===== src/rtl/hdmi_rx_pkg.sv =====
// Shared definitions for the HDMI receive path.
// Contents:
//   SymbolWidth / DataWidth - TMDS symbol and pixel component widths
//   TokenCtl00..TokenCtl11  - the four TMDS control-period tokens
//   rx_state_e              - channel alignment state (search / locked)
package hdmi_rx_pkg;

  localparam int unsigned SymbolWidth = 10;
  localparam int unsigned DataWidth   = 8;

  // Control tokens, indexed by the {C1,C0} value they carry.
  localparam logic [SymbolWidth-1:0] TokenCtl00 = 10'b1101010100;
  localparam logic [SymbolWidth-1:0] TokenCtl01 = 10'b0010101011;
  localparam logic [SymbolWidth-1:0] TokenCtl10 = 10'b0101010100;
  localparam logic [SymbolWidth-1:0] TokenCtl11 = 10'b1010101011;

  typedef enum logic {
    StSearch = 1'b0,
    StLocked = 1'b1
  } rx_state_e;

endpackage


===== src/rtl/tmds_symbol_decode.sv =====
// Combinational TMDS symbol decoder, shared by all three colour channels.
// Ports:
//   sym_i      - aligned 10-bit TMDS symbol
//   is_token_o - symbol is one of the four control tokens
//   ctl_o      - {C1,C0} carried by the token (0 when not a token)
//   data_o     - 8-bit data decode (meaningful only when is_token_o = 0)
module tmds_symbol_decode
  import hdmi_rx_pkg::*;
(
  input  logic [SymbolWidth-1:0] sym_i,
  output logic                   is_token_o,
  output logic [1:0]             ctl_o,
  output logic [DataWidth-1:0]   data_o
);

  logic [DataWidth-1:0] t;

  always_comb begin
    is_token_o = 1'b1;
    ctl_o      = 2'b00;
    unique case (sym_i)
      TokenCtl00: ctl_o = 2'b00;
      TokenCtl01: ctl_o = 2'b01;
      TokenCtl10: ctl_o = 2'b10;
      TokenCtl11: ctl_o = 2'b11;
      default:    is_token_o = 1'b0;
    endcase
  end

  // Bit 9 flags an inverted payload, bit 8 selects XOR (1) or XNOR (0) chaining.
  always_comb begin
    t         = sym_i[9] ? ~sym_i[7:0] : sym_i[7:0];
    data_o    = '0;
    data_o[0] = t[0];
    for (int i = 1; i < DataWidth; i++) begin
      data_o[i] = sym_i[8] ? (t[i] ^ t[i-1]) : ~(t[i] ^ t[i-1]);
    end
  end

endmodule


===== src/rtl/tmds_channel_decoder.sv =====
// One TMDS receive channel: word alignment plus symbol decode.
// A 20-bit window over the last two raw words is searched for a run of
// LOCK_RUN control tokens at the current bit offset; after SLIP_WAIT cycles
// without one the offset slips by one bit. Once locked, every symbol is
// decoded to data (deOut=1) or control (deOut=0). Lock is dropped if no
// full token run is seen for LOCK_TIMEOUT cycles.
// Ports:
//   pixelClock    - sole clock
//   reset         - synchronous, active-high
//   symbolIn      - raw deserialized word, bit 0 received first
//   dataOut       - decoded pixel component (held during control periods)
//   ctlOut        - decoded {C1,C0} (held during data periods)
//   deOut         - 1 while dataOut carries a data-period value
//   locked        - symbol alignment acquired
//   bitOffset     - current alignment offset, 0..9
//   slipCount     - (TMDS_RX_STATS_EN only) saturating count of offset slips
//   lockLossCount - (TMDS_RX_STATS_EN only) saturating count of lock losses
// Optional feature macro: TMDS_RX_STATS_EN.
module tmds_channel_decoder
  import hdmi_rx_pkg::*;
#(
  parameter int unsigned LOCK_RUN     = 8,
  parameter int unsigned SLIP_WAIT    = 2048,
  parameter int unsigned LOCK_TIMEOUT = 4096
) (
  input  logic                   pixelClock,
  input  logic                   reset,
  input  logic [SymbolWidth-1:0] symbolIn,
  output logic [DataWidth-1:0]   dataOut,
  output logic [1:0]             ctlOut,
  output logic                   deOut,
  output logic                   locked,
  output logic [3:0]             bitOffset
`ifdef TMDS_RX_STATS_EN
  ,
  output logic [7:0]             slipCount,
  output logic [7:0]             lockLossCount
`endif
);

  localparam int unsigned RunW  = $clog2(LOCK_RUN) + 1;
  localparam int unsigned WaitW = $clog2(SLIP_WAIT) + 1;
  localparam int unsigned ToW   = $clog2(LOCK_TIMEOUT) + 1;

  localparam logic [RunW-1:0]  RunMax   = RunW'(LOCK_RUN);
  localparam logic [WaitW-1:0] WaitLast = WaitW'(SLIP_WAIT - 1);
  localparam logic [ToW-1:0]   ToLast   = ToW'(LOCK_TIMEOUT - 1);

  logic [SymbolWidth-1:0]   word_q, word2_q;
  logic [2*SymbolWidth-1:0] window;
  logic [4:0]               sel_idx;
  logic [SymbolWidth-1:0]   candidate;

  rx_state_e        state_q, state_d;
  logic [3:0]       offset_q, offset_d;
  logic [RunW-1:0]  run_cnt_q, run_cnt_d, run_cnt_inc;
  logic [WaitW-1:0] wait_cnt_q, wait_cnt_d;
  logic [ToW-1:0]   to_cnt_q, to_cnt_d;
  logic             run_full;
  logic             slip, lock_loss;

  logic [DataWidth-1:0] data_q, data_d;
  logic [1:0]           ctl_q, ctl_d;
  logic                 de_q, de_d;

  logic                 dec_is_token;
  logic [1:0]           dec_ctl;
  logic [DataWidth-1:0] dec_data;

  // Older word sits in the low half because bit 0 is received first.
  assign window    = {word_q, word2_q};
  assign sel_idx   = {1'b0, offset_q};
  assign candidate = window[sel_idx +: SymbolWidth];

  tmds_symbol_decode u_decode (
    .sym_i      (candidate),
    .is_token_o (dec_is_token),
    .ctl_o      (dec_ctl),
    .data_o     (dec_data)
  );

  // Token run length before any slip/timeout override; saturates at LOCK_RUN.
  assign run_cnt_inc = !dec_is_token       ? '0 :
                       (run_cnt_q == RunMax) ? run_cnt_q : run_cnt_q + 1'b1;
  assign run_full    = (run_cnt_inc == RunMax);

  // State register and counters.
  always_ff @(posedge pixelClock) begin
    if (reset) begin
      word_q     <= '0;
      word2_q    <= '0;
      state_q    <= StSearch;
      offset_q   <= '0;
      run_cnt_q  <= '0;
      wait_cnt_q <= '0;
      to_cnt_q   <= '0;
      data_q     <= '0;
      ctl_q      <= '0;
      de_q       <= 1'b0;
    end else begin
      word_q     <= symbolIn;
      word2_q    <= word_q;
      state_q    <= state_d;
      offset_q   <= offset_d;
      run_cnt_q  <= run_cnt_d;
      wait_cnt_q <= wait_cnt_d;
      to_cnt_q   <= to_cnt_d;
      data_q     <= data_d;
      ctl_q      <= ctl_d;
      de_q       <= de_d;
    end
  end

  // Next-state logic.
  always_comb begin
    state_d    = state_q;
    offset_d   = offset_q;
    run_cnt_d  = run_cnt_inc;
    wait_cnt_d = wait_cnt_q;
    to_cnt_d   = to_cnt_q;
    slip       = 1'b0;
    lock_loss  = 1'b0;
    unique case (state_q)
      StSearch: begin
        wait_cnt_d = wait_cnt_q + 1'b1;
        // A completed run wins over a slip due on the same cycle.
        if (run_full) begin
          state_d    = StLocked;
          wait_cnt_d = '0;
          to_cnt_d   = '0;
        end else if (wait_cnt_q == WaitLast) begin
          slip       = 1'b1;
          offset_d   = (offset_q == 4'd9) ? 4'd0 : offset_q + 4'd1;
          wait_cnt_d = '0;
          run_cnt_d  = '0;
        end
      end
      StLocked: begin
        to_cnt_d = to_cnt_q + 1'b1;
        if (run_full) begin
          to_cnt_d = '0;
        end else if (to_cnt_q == ToLast) begin
          lock_loss  = 1'b1;
          state_d    = StSearch;
          run_cnt_d  = '0;
          wait_cnt_d = '0;
          to_cnt_d   = '0;
        end
      end
      default: state_d = StSearch;
    endcase
  end

  // Output next-state: zero while searching, token/data steering once locked.
  always_comb begin
    data_d = data_q;
    ctl_d  = ctl_q;
    de_d   = de_q;
    if (state_q == StLocked) begin
      if (dec_is_token) begin
        de_d  = 1'b0;
        ctl_d = dec_ctl;
      end else begin
        de_d   = 1'b1;
        data_d = dec_data;
      end
    end else begin
      data_d = '0;
      ctl_d  = '0;
      de_d   = 1'b0;
    end
  end

  assign dataOut   = data_q;
  assign ctlOut    = ctl_q;
  assign deOut     = de_q;
  assign locked    = (state_q == StLocked);
  assign bitOffset = offset_q;

`ifdef TMDS_RX_STATS_EN
  logic [7:0] slip_cnt_q, slip_cnt_d;
  logic [7:0] loss_cnt_q, loss_cnt_d;

  always_comb begin
    slip_cnt_d = slip_cnt_q;
    loss_cnt_d = loss_cnt_q;
    if (slip && (slip_cnt_q != 8'hFF)) slip_cnt_d = slip_cnt_q + 8'd1;
    if (lock_loss && (loss_cnt_q != 8'hFF)) loss_cnt_d = loss_cnt_q + 8'd1;
  end

  always_ff @(posedge pixelClock) begin
    if (reset) begin
      slip_cnt_q <= '0;
      loss_cnt_q <= '0;
    end else begin
      slip_cnt_q <= slip_cnt_d;
      loss_cnt_q <= loss_cnt_d;
    end
  end

  assign slipCount     = slip_cnt_q;
  assign lockLossCount = loss_cnt_q;
`endif

endmodule


===== config.mk =====
export PLATFORM = sky130hd
export DESIGN_NAME = tmds_channel_decoder
export DESIGN_NICKNAME = d
export VERILOG_FILES = /design/src/rtl/hdmi_rx_pkg.sv /design/src/rtl/tmds_symbol_decode.sv /design/src/rtl/tmds_channel_decoder.sv
export SDC_FILE = /design/constraint.sdc
export NUM_CORES = 1
export LEC_CHECK = 0
export CORE_MARGIN = 2
export CORE_UTILIZATION = 61
export CTS_BUF_LIST = sky130_fd_sc_hd__clkbuf_4 sky130_fd_sc_hd__clkbuf_8
export CTS_CLUSTER_SIZE = 14
export DETAILED_ROUTE_END_ITERATION = 10
export GPL_TIMING_DRIVEN = 1
export PLACE_DENSITY = 0.79
export SLEW_MARGIN = 20
export SYNTH_ARGS = -nofsm -noshare
export SYNTH_HDL_FRONTEND = slang
export SYNTH_SLANG_ARGS = --single-unit

===== constraint.sdc =====
create_clock -name pixelClock -period 3.4 [get_ports pixelClock]
set_input_delay 0.51 -clock pixelClock [delete_from_list [all_inputs] [get_ports pixelClock]]
set_output_delay 0.51 -clock pixelClock [all_outputs]
set_load 0.05 [all_outputs]

==> results of run 1 <==
[cells in the mapped netlist, types with 2 or more instances]
library cell  number
or4_1              4
buf_2             10
nor4_1             2
a211o_1            4
buf_6              2
nand3_1           17
nor3b_1            2
a21oi_1           13
ha_1               4
and3_1             8
and2_1             4
o21bai_1           4
or3_1              5
nand3b_1           3
nand4_1            8
nor3_1            11
a211oi_1           2
xor2_1            16
nor2_1            32
clkbuf_1           9
a22oi_1            4
mux2i_1           17
a31oi_1            2
dfxtp_1           65
o211ai_1           3
a2111oi_0          3
o21a_1             2
mux4_2            19
or2_2              2
nand2b_1           4
o22ai_1            2
mux2_2             5
xnor2_1            8
nor2b_1           28
inv_1             17
buf_4              3
o221ai_1           3
o21ai_0           16
nand2_1           31
[power by group through the flow]
stage | registers, W | clock network, W | logic [W]
finish | 0.000797 | 0.000837 | 0.000100
global route | 0.000797 | 0.000882 | 0.000111
CTS | 0.000795 | 0.000845 | 0.000101
detailed placement | 0.000813 | 0 | 0.0000998
global placement | 0.000811 | 0 | 0.0000968
floorplan | 0.000804 | 0 | 0.0000744
[tightest hold or removal path: stages (launching register included)]
cell and delay [ns]:
dfxtp_1 0.31, nand2_1 0.05, a21oi_1 0.06
[area by class of cell]
class,count,area [µm²]
Clock inverter,4,98.84
Multi-Input combinational cell,303,2262
Inverter,18,67.56
Fill cell,470,1590
Clock buffer,12,158.9
Tap cell,75,93.84
Timing Repair Buffer,42,382.9
Sequential cell,65,1301
[through the flow]
stage          instances  hold slack (ns)  power [W]
6_report             519           0.4720   0.001734
3_3_place_gp         503           0.4475  0.0009079
2_1_floorplan        412           0.4423  0.0008780
3_5_place_dp         503           0.4640  0.0009125
4_1_cts              519           0.4732   0.001741
5_1_grt              519           0.4891   0.001790
[cell families (layout without fill, tap and decap cells)]
| kind of cell | after synthesis | after routing | synth area share (%) |
|---|---|---|---|
| simple gates | 168 | 168 | 23.47 |
| xor+xnor | 24 | 24 | 5.568 |
| fa+ha+maj | 4 | 4 | 1.326 |
| flops | 65 | 65 | 34.47 |
| compound gates | 65 | 65 | 11.73 |
| mux | 42 | 42 | 17.73 |
| buf+inv | 44 | 76 | 5.701 |
[metal layers]
metal	vias to the layer above	track usage [%]
met5	-	0
li1	1536	-
met1	1507	35.06
met2	124	39.11
met3	33	6.413
met4	0	12.62
[state kept, by name, indices dropped and copies added, names as in the netlist]
| name | count |
|---|---|
| bitOffset | 4 |
| ctlOut | 2 |
| dataOut | 8 |
| deOut | 1 |
| locked | 1 |
| run_cnt_q | 4 |
| to_cnt_q | 13 |
| wait_cnt_q | 12 |
| word2_q | 10 |
| word_q | 10 |
[final timing paths]
check	from	endpoint	slack, ns	cells after the start
hold / removal	dataOut[4]	dataOut[4]	0.47	2
setup / recovery	bitOffset[1]	wait_cnt_q[9]	0.22	9
setup reg to reg	bitOffset[1]	wait_cnt_q[9]	0.22	9
hold reg to reg	dataOut[4]	dataOut[4]	0.47	2
[what timing repair did]
action	4_1_cts	5_1_grt
gates resized for setup	0	1
setup endpoints to repair	0	9
setup buffers	0	0
==> summary.md, run 1 <==
| Metric | Value |
|---|---|
| Metal2 WL | 3848 µm |
| Worst-path fanout max | 15 |
| Maxcap violations | 0 |
| Top FF cell, synth | dfxtp_1 |
| Cell Area, Placed | 4104 µm² |
| Hold/Removal Path Class | flop to flop |
| Logic pwr share | 5.8% |
| Async SR Flop Fraction | 0% |
| Post-route minimum period | 3.184 ns |
| Post-route ant nets | 0 |
| Buf+Inv Stages, Crit Path | 2 |
| Slew headroom | 55.62% |
| Setup TNS | 0 ns |
| Syn. warnings | 0 |
| Cell-by-cell trace of the critical path | buf_4 -> mux4_2 -> mux2i_1 -> nand4_1 -> or3_4 -> a21oi_4 -> buf_4 -> or2_2 -> o221ai_1 |
| DR top layer | met4 |
| Root Driver | clkbuf_8 |
| Initial core utilization | 63.38% |
| CTS tree | yes |
| # nets final | 455 |
| Max Buffers Root-to-Sink | 2 |
| Worst vdd ir | 0.3396 mV |
| Buffers on Ports | 27 |
| Slowest stage delay, CP | 0.56 ns |
| CP arrival | 3.40 ns |
| Final WS setup | 0.2159 ns |
| Routed vias | 3200 |
| Top cells by area, synth | dfxtp_1, mux4_2, nor2b_1, mux2i_1, xor2_1 |
| Area leader, netlist | dfxtp_1 |
| Core footprint | 5956 µm² |
| Synth unique cells | 57 |
| Setup violators final | 0 |
| Crit end category | flop |
| Fmax | 314.1 MHz |
| Post-synthesis cell count | 412 |
| Fin area | 4365 µm² |
| Seq/Total Area, Yosys | 34.47% |
| Routed wl met3 | 599 µm |
| GRT Residual Overflow | 0 |
| PwrDens | 397.3 nW/µm² |
| Internal | 0.001367 W |
| Final RePlAce weighted congestion | 0.9026 |
| Drt drc | 0 |
| Vias in the first global route | 2927 |
| Switching power total | 0.0003673 W |
| First-pass GRT wire length | 13430 µm |
| Setup Skew | 0.009263 ns |
| M1 WL | 3582 µm |
| Status | finished, final reports clean |
| Synth Cell Area | 3775 µm² |
| Num ports | 28 |
| Slowest stage cell, crit path | mux4_2 |
| Cts bufs inserted | 9 |
| FP Rows | 28 |
| Worst Setup Path Type | flop to flop |
| Number of vias per cell | 6.166 |
| Leak Pwr | 1.577 nW |
| Area growth, synth to finish | 15.64% |
| CTS Hold Bufs | 0 |
| Placed wire-length estimate | 5748 µm |
| Top cell type's share of synthesized area | 34.47% |
| Most used cell, CP | buf_4 |
| # clock sinks | 65 |
| Die width | 82.67 µm |
| Clk pwr share | 48.3% |
| N_diodes | 0 |
| WP data required | 3.61 ns |
| Commonest non-fill, non-tap cell in the layout | dfxtp_1 |
| H-tree levels | 3 |
| Largest net degree at the start of global routing | 34 |
| Die Y | 82.67 µm |
| Cell class contributing the biggest share of worst-path delay | multiplexers |
| Die ar. | 6834 µm² |
| RSZ-0062 raised after global routing | false |
| Post-route clock period utilization | 93.65% |
| Net Count, Synth | 428 |
| Clock-pin slew on the worst setup and hold paths | 0.07 ns |
| Initial DRT Pass Iterations | 6 |
| Flops & latches, synth | 65 |
| Most frequent cells in the layout | dfxtp_1, nor2_1, nand2_1, nor2b_1, clkdlybuf4s50_1 |
| Initial antenna violation count | 0 |
| DP Worst Slack | 0.2094 ns |
| Gr usage total | 26.02% |
| Max Slew Vio Count | 0 |
| Fin util | 73.30% |
| Layout cells sized above 1 | 14.19% |
| Avg Cell Area, Syn | 9.162 µm² |
| CP Launch Type | flop |
| DRT Wirelength | 8303 µm |
| Sw Share | 21.18% |
| Final hold vios | 0 |
| Worst Tran Pin Value | 0.6648 ns |
| Post-DR wirelength/cell | 16.00 µm |
| Skew-Pair Late Insertion Delay | 0.35 ns |
| DR iter-0 viols | 190 |
| EDFF count, synth | 0 |
| Seq pwr share | 45.9% |
No activity file was read; power rests on OpenSTA's default activity.
==> run 2: changes to the inputs <==
RECOVER_POWER = 50   (was default)
==> run 2 against run 1 <==
- sequential power is essentially flat
- combinational power about the same
- final cell count did not move
- global-route usage unchanged
- sequential share of layout area hardly changed
- clock skew barely moved
- count of clock-buffer cells in the layout unchanged
- clock power about the same
- register-to-register slack about the same
- sequential cell count did not move
- critical endpoint unchanged
- worst hold slack lost 0.0028 ns
- routed wire length decreased by 0.28%
- largest power group unchanged
==> summary.md, run 2 (synthesis results as in run 1) <==
| Metric | Value |
|---|---|
| Status | finished, final reports clean (unchanged) |
| DRT Wirelength | 8280 µm (was 8303 µm) |
| Post-DR wirelength/cell | 15.95 µm (was 16.00 µm) |
| GRT Residual Overflow | 0 (unchanged) |
| Crit end category | flop (unchanged) |
| Reg2reg setup slack | 0.23 ns (was 0.22 ns) |
| Die width | 82.67 µm (unchanged) |
| Most frequent cells in the layout | dfxtp_1, nor2_1, nand2_1, nor2b_1, mux4_2 (was dfxtp_1, nor2_1, nand2_1, nor2b_1, clkdlybuf4s50_1) |
| CTS tree | yes (unchanged) |
| Initial core utilization | 63.38% (unchanged) |
| N_diodes | 0 (unchanged) |
| Post-route minimum period | 3.169 ns (was 3.184 ns) |
| Commonest non-fill, non-tap cell in the layout | dfxtp_1 (unchanged) |
| Largest register FFs | 13 (unchanged) |
| Post-route ant nets | 0 (unchanged) |
| Max Slew Vio Count | 0 (unchanged) |
| Largest net degree at the start of global routing | 34 (unchanged) |
| Critical Path End | wait_cnt_q[9] (unchanged) |
| Reg2Reg Depth | 9 (unchanged) |
| Worst vdd ir | 0.3382 mV (was 0.3396 mV) |
| Placed wire-length estimate | 5748 µm (unchanged) |
| Max Buffers Root-to-Sink | 2 (unchanged) |
| CP Launch Type | flop (unchanged) |
| Drt drc | 0 (unchanged) |
| Final RePlAce weighted congestion | 0.9026 (unchanged) |
| # nets final | 455 (unchanged) |
| First-pass GRT wire length | 13430 µm (unchanged) |
| Slowest stage delay, CP | 0.56 ns (about the same) |
| Worst r2r src | bitOffset[1] (unchanged) |
| Layout cells sized above 1 | 13.96% (was 14.19%) |
| Skew-Pair Late Insertion Delay | 0.35 ns (about the same) |
| Number of vias per cell | 6.168 (was 6.166) |
| RSZ-0062 raised after global routing | false (unchanged) |
| DR iter-0 viols | 214 (was 190) |
| Vias in the first global route | 2927 (unchanged) |
| Die Y | 82.67 µm (unchanged) |
| Slew headroom | 5.572% (was 55.62%) |
| H-tree levels | 3 (unchanged) |
| Cts bufs inserted | 9 (unchanged) |
| Cell-by-cell trace of the critical path | buf_4 -> mux4_2 -> mux2i_1 -> nand4_1 -> or3_4 -> a21oi_4 -> buf_4 -> or2_2 -> o221ai_1 (unchanged) |
| Crit. path cell count | 9 (unchanged) |
| CP startpoint | bitOffset[1] (unchanged) |
| Num ports | 28 (unchanged) |
| CP arrival | 3.38 ns (was 3.40 ns) |
| FP Rows | 28 (unchanged) |
| PwrDens | 398.2 nW/µm² (was 397.3 nW/µm²) |
| Worst r2r dst | wait_cnt_q[9] (unchanged) |
| Die ar. | 6834 µm² (unchanged) |
| Worst Setup Path Type | flop to flop (unchanged) |
| Initial antenna violation count | 0 (unchanged) |
| Buf+Inv Stages, Crit Path | 2 (unchanged) |
| Root Driver | clkbuf_8 (unchanged) |
| Leak Pwr | 1.631 nW (was 1.577 nW) |
| Clock-pin slew on the worst setup and hold paths | 0.07 ns (about the same) |
| Fmax | 315.5 MHz (was 314.1 MHz) |
| Leading registers by flop count | to_cnt_q (13), wait_cnt_q (12) (unchanged) |
| Cell class contributing the biggest share of worst-path delay | multiplexers (unchanged) |
| Worst Tran Pin Value | 1.416 ns (was 0.6648 ns) |
| # clock sinks | 65 (unchanged) |
| Initial DRT Pass Iterations | 7 (was 6) |
| WHS Path Cells | 2 (unchanged) |
| Buffers on Ports | 27 (unchanged) |
| Final hold vios | 0 (unchanged) |
| Setup TNS | 0 ns (unchanged) |
| Setup Skew | 0.009132 ns (was 0.009263 ns) |
| Routed vias | 3201 (was 3200) |
| Setup violators final | 0 (unchanged) |
| Core footprint | 5956 µm² (unchanged) |
| Most used cell, CP | buf_4 (unchanged) |
| Maxcap violations | 0 (unchanged) |
| Gr usage total | 26.02% (unchanged) |
| Area growth, synth to finish | 15.55% (was 15.64%) |
| WP data required | 3.61 ns (about the same) |
| Slowest stage cell, crit path | mux4_2 (unchanged) |
| Fin util | 73.24% (was 73.30%) |
| Worst-path fanout max | 15 (unchanged) |
| Post-route clock period utilization | 93.22% (was 93.65%) |
| Largest reg by FF count | to_cnt_q (unchanged) |
| Hold WS | 0.4692 ns (was 0.4720 ns) |
| Hold/Removal Path Class | flop to flop (unchanged) |
| CTS Hold Bufs | 0 (unchanged) |
==> run 2: cell types whose count changed in the layout (fill, tap and decap cells not counted), sizes merged <==
cell / delta
clkdlybuf4s50: -17
dlygate4sd3: +17
buf: -1
clkbuf: +1
==> run 2: worst min-delay path: stages (launching register included) <==
cell and delay (ns):
dfxtp_1 0.31, nand2_1 0.05, a21oi_1 0.06
==> run 2: area by class of cell <==
type,instances,area [µm²]
multi-input cells,303,2262
fillers,472,1594
flip-flops and latches,65,1301
repair buffers,42,379.1
clock buffers,12,158.9
clock inverters,4,98.84
well taps,75,93.84
inverters,18,67.56
==> run 2: through the flow <==
step	cell area, µm²	std cells	setup slack (ns)	total power, W
global placement	4104	503	0.3030	0.0009079
finish	4362	519	0.2306	0.001737
CTS	4362	519	0.2010	0.001741
global route	4362	519	0.008439	0.001790
detailed placement	4104	503	0.2094	0.0009125
floorplan	3775	412	0.1585	0.0008780
==> run 2: repair_timing <==
action / 4_1_cts / 5_1_grt
endpoints found under the setup margin: 0 / 9
setup buffers: 0 / 0
gates resized for setup: 0 / 1
==> run 2: how the worst min path moves through the flow <==
| stage | slack [ns] | end | from |
|---|---|---|---|
| detailed placement | 0.46 | dataOut[1] | dataOut[1] |
| global placement | 0.45 | dataOut[4] | dataOut[4] |
| finish | 0.47 | dataOut[4] | dataOut[4] |
| CTS | 0.47 | dataOut[1] | dataOut[1] |
| global route | 0.49 | dataOut[1] | dataOut[1] |
| floorplan | 0.44 | to_cnt_q[12] | to_cnt_q[12] |
==> run 2: report_power, final <==
part,leakage [nW],switching (W),internal [W]
clock network,0.130,0.000304,0.000537
registers,0.528,0.0000214,0.000775
logic,0.972,0.0000453,0.0000544
==> run 2: layer usage <==
layer  part of all wire (%)  GRT usage, %
met4                    3.6         12.62
met2                     46         39.11
met3                    7.8         6.413
met5                      0             0
met1                     43         35.06
==> run 3: changes to the inputs <==
CORE_UTILIZATION = 66   (was 61)
CTS_CLUSTER_DIAMETER = 40   (was default)
PLACE_DENSITY = 0.84   (was 0.79)
clock period = 4.1 ns   (was 3.4 ns; I/O delays follow)
==> run 3 against run 2 <==
- the run now ends with capacitance limit, slew limit left
- clock skew rose by 0.0016 ns
- design area down 3.4%
- via count shrank 1.5%
- clock power down 43%
- setup slack better by 0.20 ns
- core utilization increased by 3.3 points
- highest routed layer unchanged
==> summary.md, run 3 (synthesis results as in run 1) <==
| Metric | Value |
|---|---|
| Status | complete, but fails checks (was finished, final reports clean) |
| Failing checks | capacitance limit, slew limit |
| PwrDens | 290.8 nW/µm² (was 398.2 nW/µm²) |
| N_diodes | 0 (unchanged) |
| Skew-Pair Late Insertion Delay | 0.35 ns (about the same) |
| Overall power | 0.001225 W (was 0.001737 W) |
| Max Buffers Root-to-Sink | 2 (unchanged) |
| Setup violators final | 0 (unchanged) |
| Post-route minimum period | 3.673 ns (was 3.169 ns) |
| Slowest stage cell, crit path | dfxtp_1 (was mux4_2) |
| Fin area | 4213 µm² (was 4362 µm²) |
| Hold WS | 0.4581 ns (was 0.4692 ns) |
| Slew headroom | -9.397% (was 5.572%) |
| Max Slew Vio Count | 41 (was 0) |
| Leak Pwr | 1.550 nW (was 1.631 nW) |
| Seq pwr share | 53.9% (was 45.9%) |
| Num ports | 28 (unchanged) |
| Die width | 79.63 µm (was 82.67 µm) |
| # nets final | 448 (was 455) |
| Drt drc | 0 (unchanged) |
| Final hold vios | 0 (unchanged) |
| Worst-path fanout max | 21 (was 15) |
| CTS Hold Bufs | 0 (unchanged) |
| CP Launch Type | flop (unchanged) |
| Logic pwr share | 6.7% (was 5.7%) |
| CTS resizes | 0 (unchanged) |
| Largest reg by FF count | to_cnt_q (unchanged) |
| Post-DR wirelength/cell | 15.92 µm (was 15.95 µm) |
| Sw Share | 23.98% (was 21.32%) |
| Buf+Inv Stages, Crit Path | 1 (was 2) |
| RSZ-0062 raised after global routing | false (unchanged) |
| Initial DRT Pass Iterations | 5 (was 7) |
| Clk pwr share | 39.5% (was 48.4%) |
| Placed wire-length estimate | 5564 µm (was 5748 µm) |
| Setup repair bufs after CTS | 0 (unchanged) |
| GRT Residual Overflow | 0 (unchanged) |
| CTS tree | yes (unchanged) |
| Post-route ant nets | 0 (unchanged) |
| Fmax | 272.3 MHz (was 315.5 MHz) |
| DRT Wirelength | 8069 µm (was 8280 µm) |
| Area growth, synth to finish | 11.60% (was 15.55%) |
| Worst Setup Path Type | flop to flop (unchanged) |
| Buffers on Ports | 27 (unchanged) |
| Cell Area, Placed | 4048 µm² (was 4104 µm²) |
| Switching power total | 0.0002938 W (was 0.0003702 W) |
| Layout fillers | 392 (was 472) |
| DR iter-0 viols | 239 (was 214) |
| Initial antenna violation count | 0 (unchanged) |
| Setup TNS | 0 ns (unchanged) |
| Post-route clock period utilization | 89.58% (was 93.22%) |
| Final RePlAce weighted congestion | 0.9256 (was 0.9026) |
| H-tree levels | 3 (unchanged) |
| Die Y | 79.63 µm (was 82.67 µm) |
| Largest net degree at the start of global routing | 41 (was 34) |
| Initial core utilization | 68.55% (was 63.38%) |
| Number of vias per cell | 6.219 (was 6.168) |
| Setup Skew | 0.01072 ns (was 0.009132 ns) |
| First-pass GRT wire length | 13600 µm (was 13430 µm) |
| Cell class contributing the biggest share of worst-path delay | compound AO/OA/AOI/OAI gates (was multiplexers) |
| Leading registers by flop count | to_cnt_q (13), wait_cnt_q (12) (unchanged) |
| Gr usage total | 27.80% (was 26.02%) |
| Routed vias | 3153 (was 3201) |
| FP Rows | 27 (was 28) |
| CP arrival | 3.93 ns (was 3.38 ns) |
| Largest register FFs | 13 (unchanged) |
| Hold/Removal Path Class | flop to flop (unchanged) |
| Maxcap violations | 1 (was 0) |
| Internal | 0.0009313 W (was 0.001367 W) |
| Vias in the first global route | 2897 (was 2927) |
| Fin util | 76.51% (was 73.24%) |
| Clock-pin slew on the worst setup and hold paths | 0.07 ns (about the same) |
| Worst Tran Pin Value | 1.641 ns (was 1.416 ns) |
| Most frequent cells in the layout | dfxtp_1, nor2_1, nand2_1, nor2b_1, mux4_2 (unchanged) |
| Cts bufs inserted | 9 (unchanged) |
| Crit end category | flop (unchanged) |
| Root Driver | clkbuf_8 (unchanged) |
| Commonest non-fill, non-tap cell in the layout | dfxtp_1 (unchanged) |
| Layout cells sized above 1 | 11.95% (was 13.96%) |
| WP data required | 4.36 ns (was 3.61 ns) |
| # clock sinks | 65 (unchanged) |
| Core footprint | 5507 µm² (was 5956 µm²) |
| Die ar. | 6340 µm² (was 6834 µm²) |
| Worst vdd ir | 0.2235 mV (was 0.3382 mV) |
| Cell-by-cell trace of the critical path | buf_4 -> mux4_2 -> mux2_2 -> o21a_1 -> nand4b_1 -> a21oi_4 -> o21bai_1 -> o221ai_1 (was buf_4 -> mux4_2 -> mux2i_1 -> nand4_1 -> or3_4 -> a21oi_4 -> buf_4 -> or2_2 -> o221ai_1) |
| Slowest stage delay, CP | 0.88 ns (was 0.56 ns) |
[run 3: cell count changes in the layout (fill, tap and decap cells not counted)]
cell,previous run,this run
clkinv_4,1,0
bufinv_16,3,0
o21bai_1,3,4
clkbuf_4,1,0
clkinv_2,0,2
buf_4,14,7
o21bai_2,1,0
clkinvlp_4,0,1
[run 3: metal layers]
metal  vias to the layer above  track usage, %  routed length, µm
met2                       159           43.95               3785
met5                         -               0                  0
met3                        24           6.109                599
met4                         0           12.07                201
li1                       1519               -                  -
met1                      1451           36.71               3483
[run 3: final timing paths]
check | start | end | slack, ns | cells after the start
worst max register to register | bitOffset[1] | wait_cnt_q[5] | 0.43 | 8
worst min-delay path | dataOut[4] | dataOut[4] | 0.46 | 2
worst max-delay path | bitOffset[1] | wait_cnt_q[5] | 0.43 | 8
worst min register to register | dataOut[4] | dataOut[4] | 0.46 | 2
[run 3: worst register-to-register path, delay by kind of cell, from the launching register on]
| family | cells | cell delay [ns] |
|---|---|---|
| compound gates | 4 | 1.28 |
| buf+inv | 1 | 0.32 |
| flops | 1 | 0.88 |
| mux | 2 | 0.83 |
| simple gates | 1 | 0.29 |
[run 3: cell type report]
| class | instances | area, µm² | share of cell area, % |
|---|---|---|---|
| Clock inverter | 3 | 17.52 | 0.4158 |
| Clock buffer | 11 | 151.4 | 3.594 |
| Timing Repair Buffer | 35 | 326.6 | 7.752 |
| Sequential cell | 65 | 1301 | 30.89 |
| Tap cell | 72 | 90.09 | 2.138 |
| Inverter | 18 | 67.56 | 1.604 |
| Multi-Input combinational cell | 303 | 2258 | 53.61 |
[run 3: power by group through the flow]
stage | registers, W | logic [W] | clock network (W)
after global placement | 0.000672 | 0.0000786 | 0
after detailed placement | 0.000673 | 0.0000814 | 0
after floorplan | 0.000666 | 0.0000617 | 0
after CTS | 0.000659 | 0.0000821 | 0.000489
final | 0.000660 | 0.0000820 | 0.000483
after global routing | 0.000660 | 0.0000908 | 0.000518
[run 3: per-stage QoR]
| stage | setup WS (ns) | instances |
|---|---|---|
| 5_1_grt | 0.04306 | 507 |
| 2_1_floorplan | 0.8585 | 412 |
| 3_5_place_dp | 0.4337 | 493 |
| 3_3_place_gp | 0.5118 | 493 |
| 6_report | 0.4274 | 507 |
| 4_1_cts | 0.3982 | 507 |
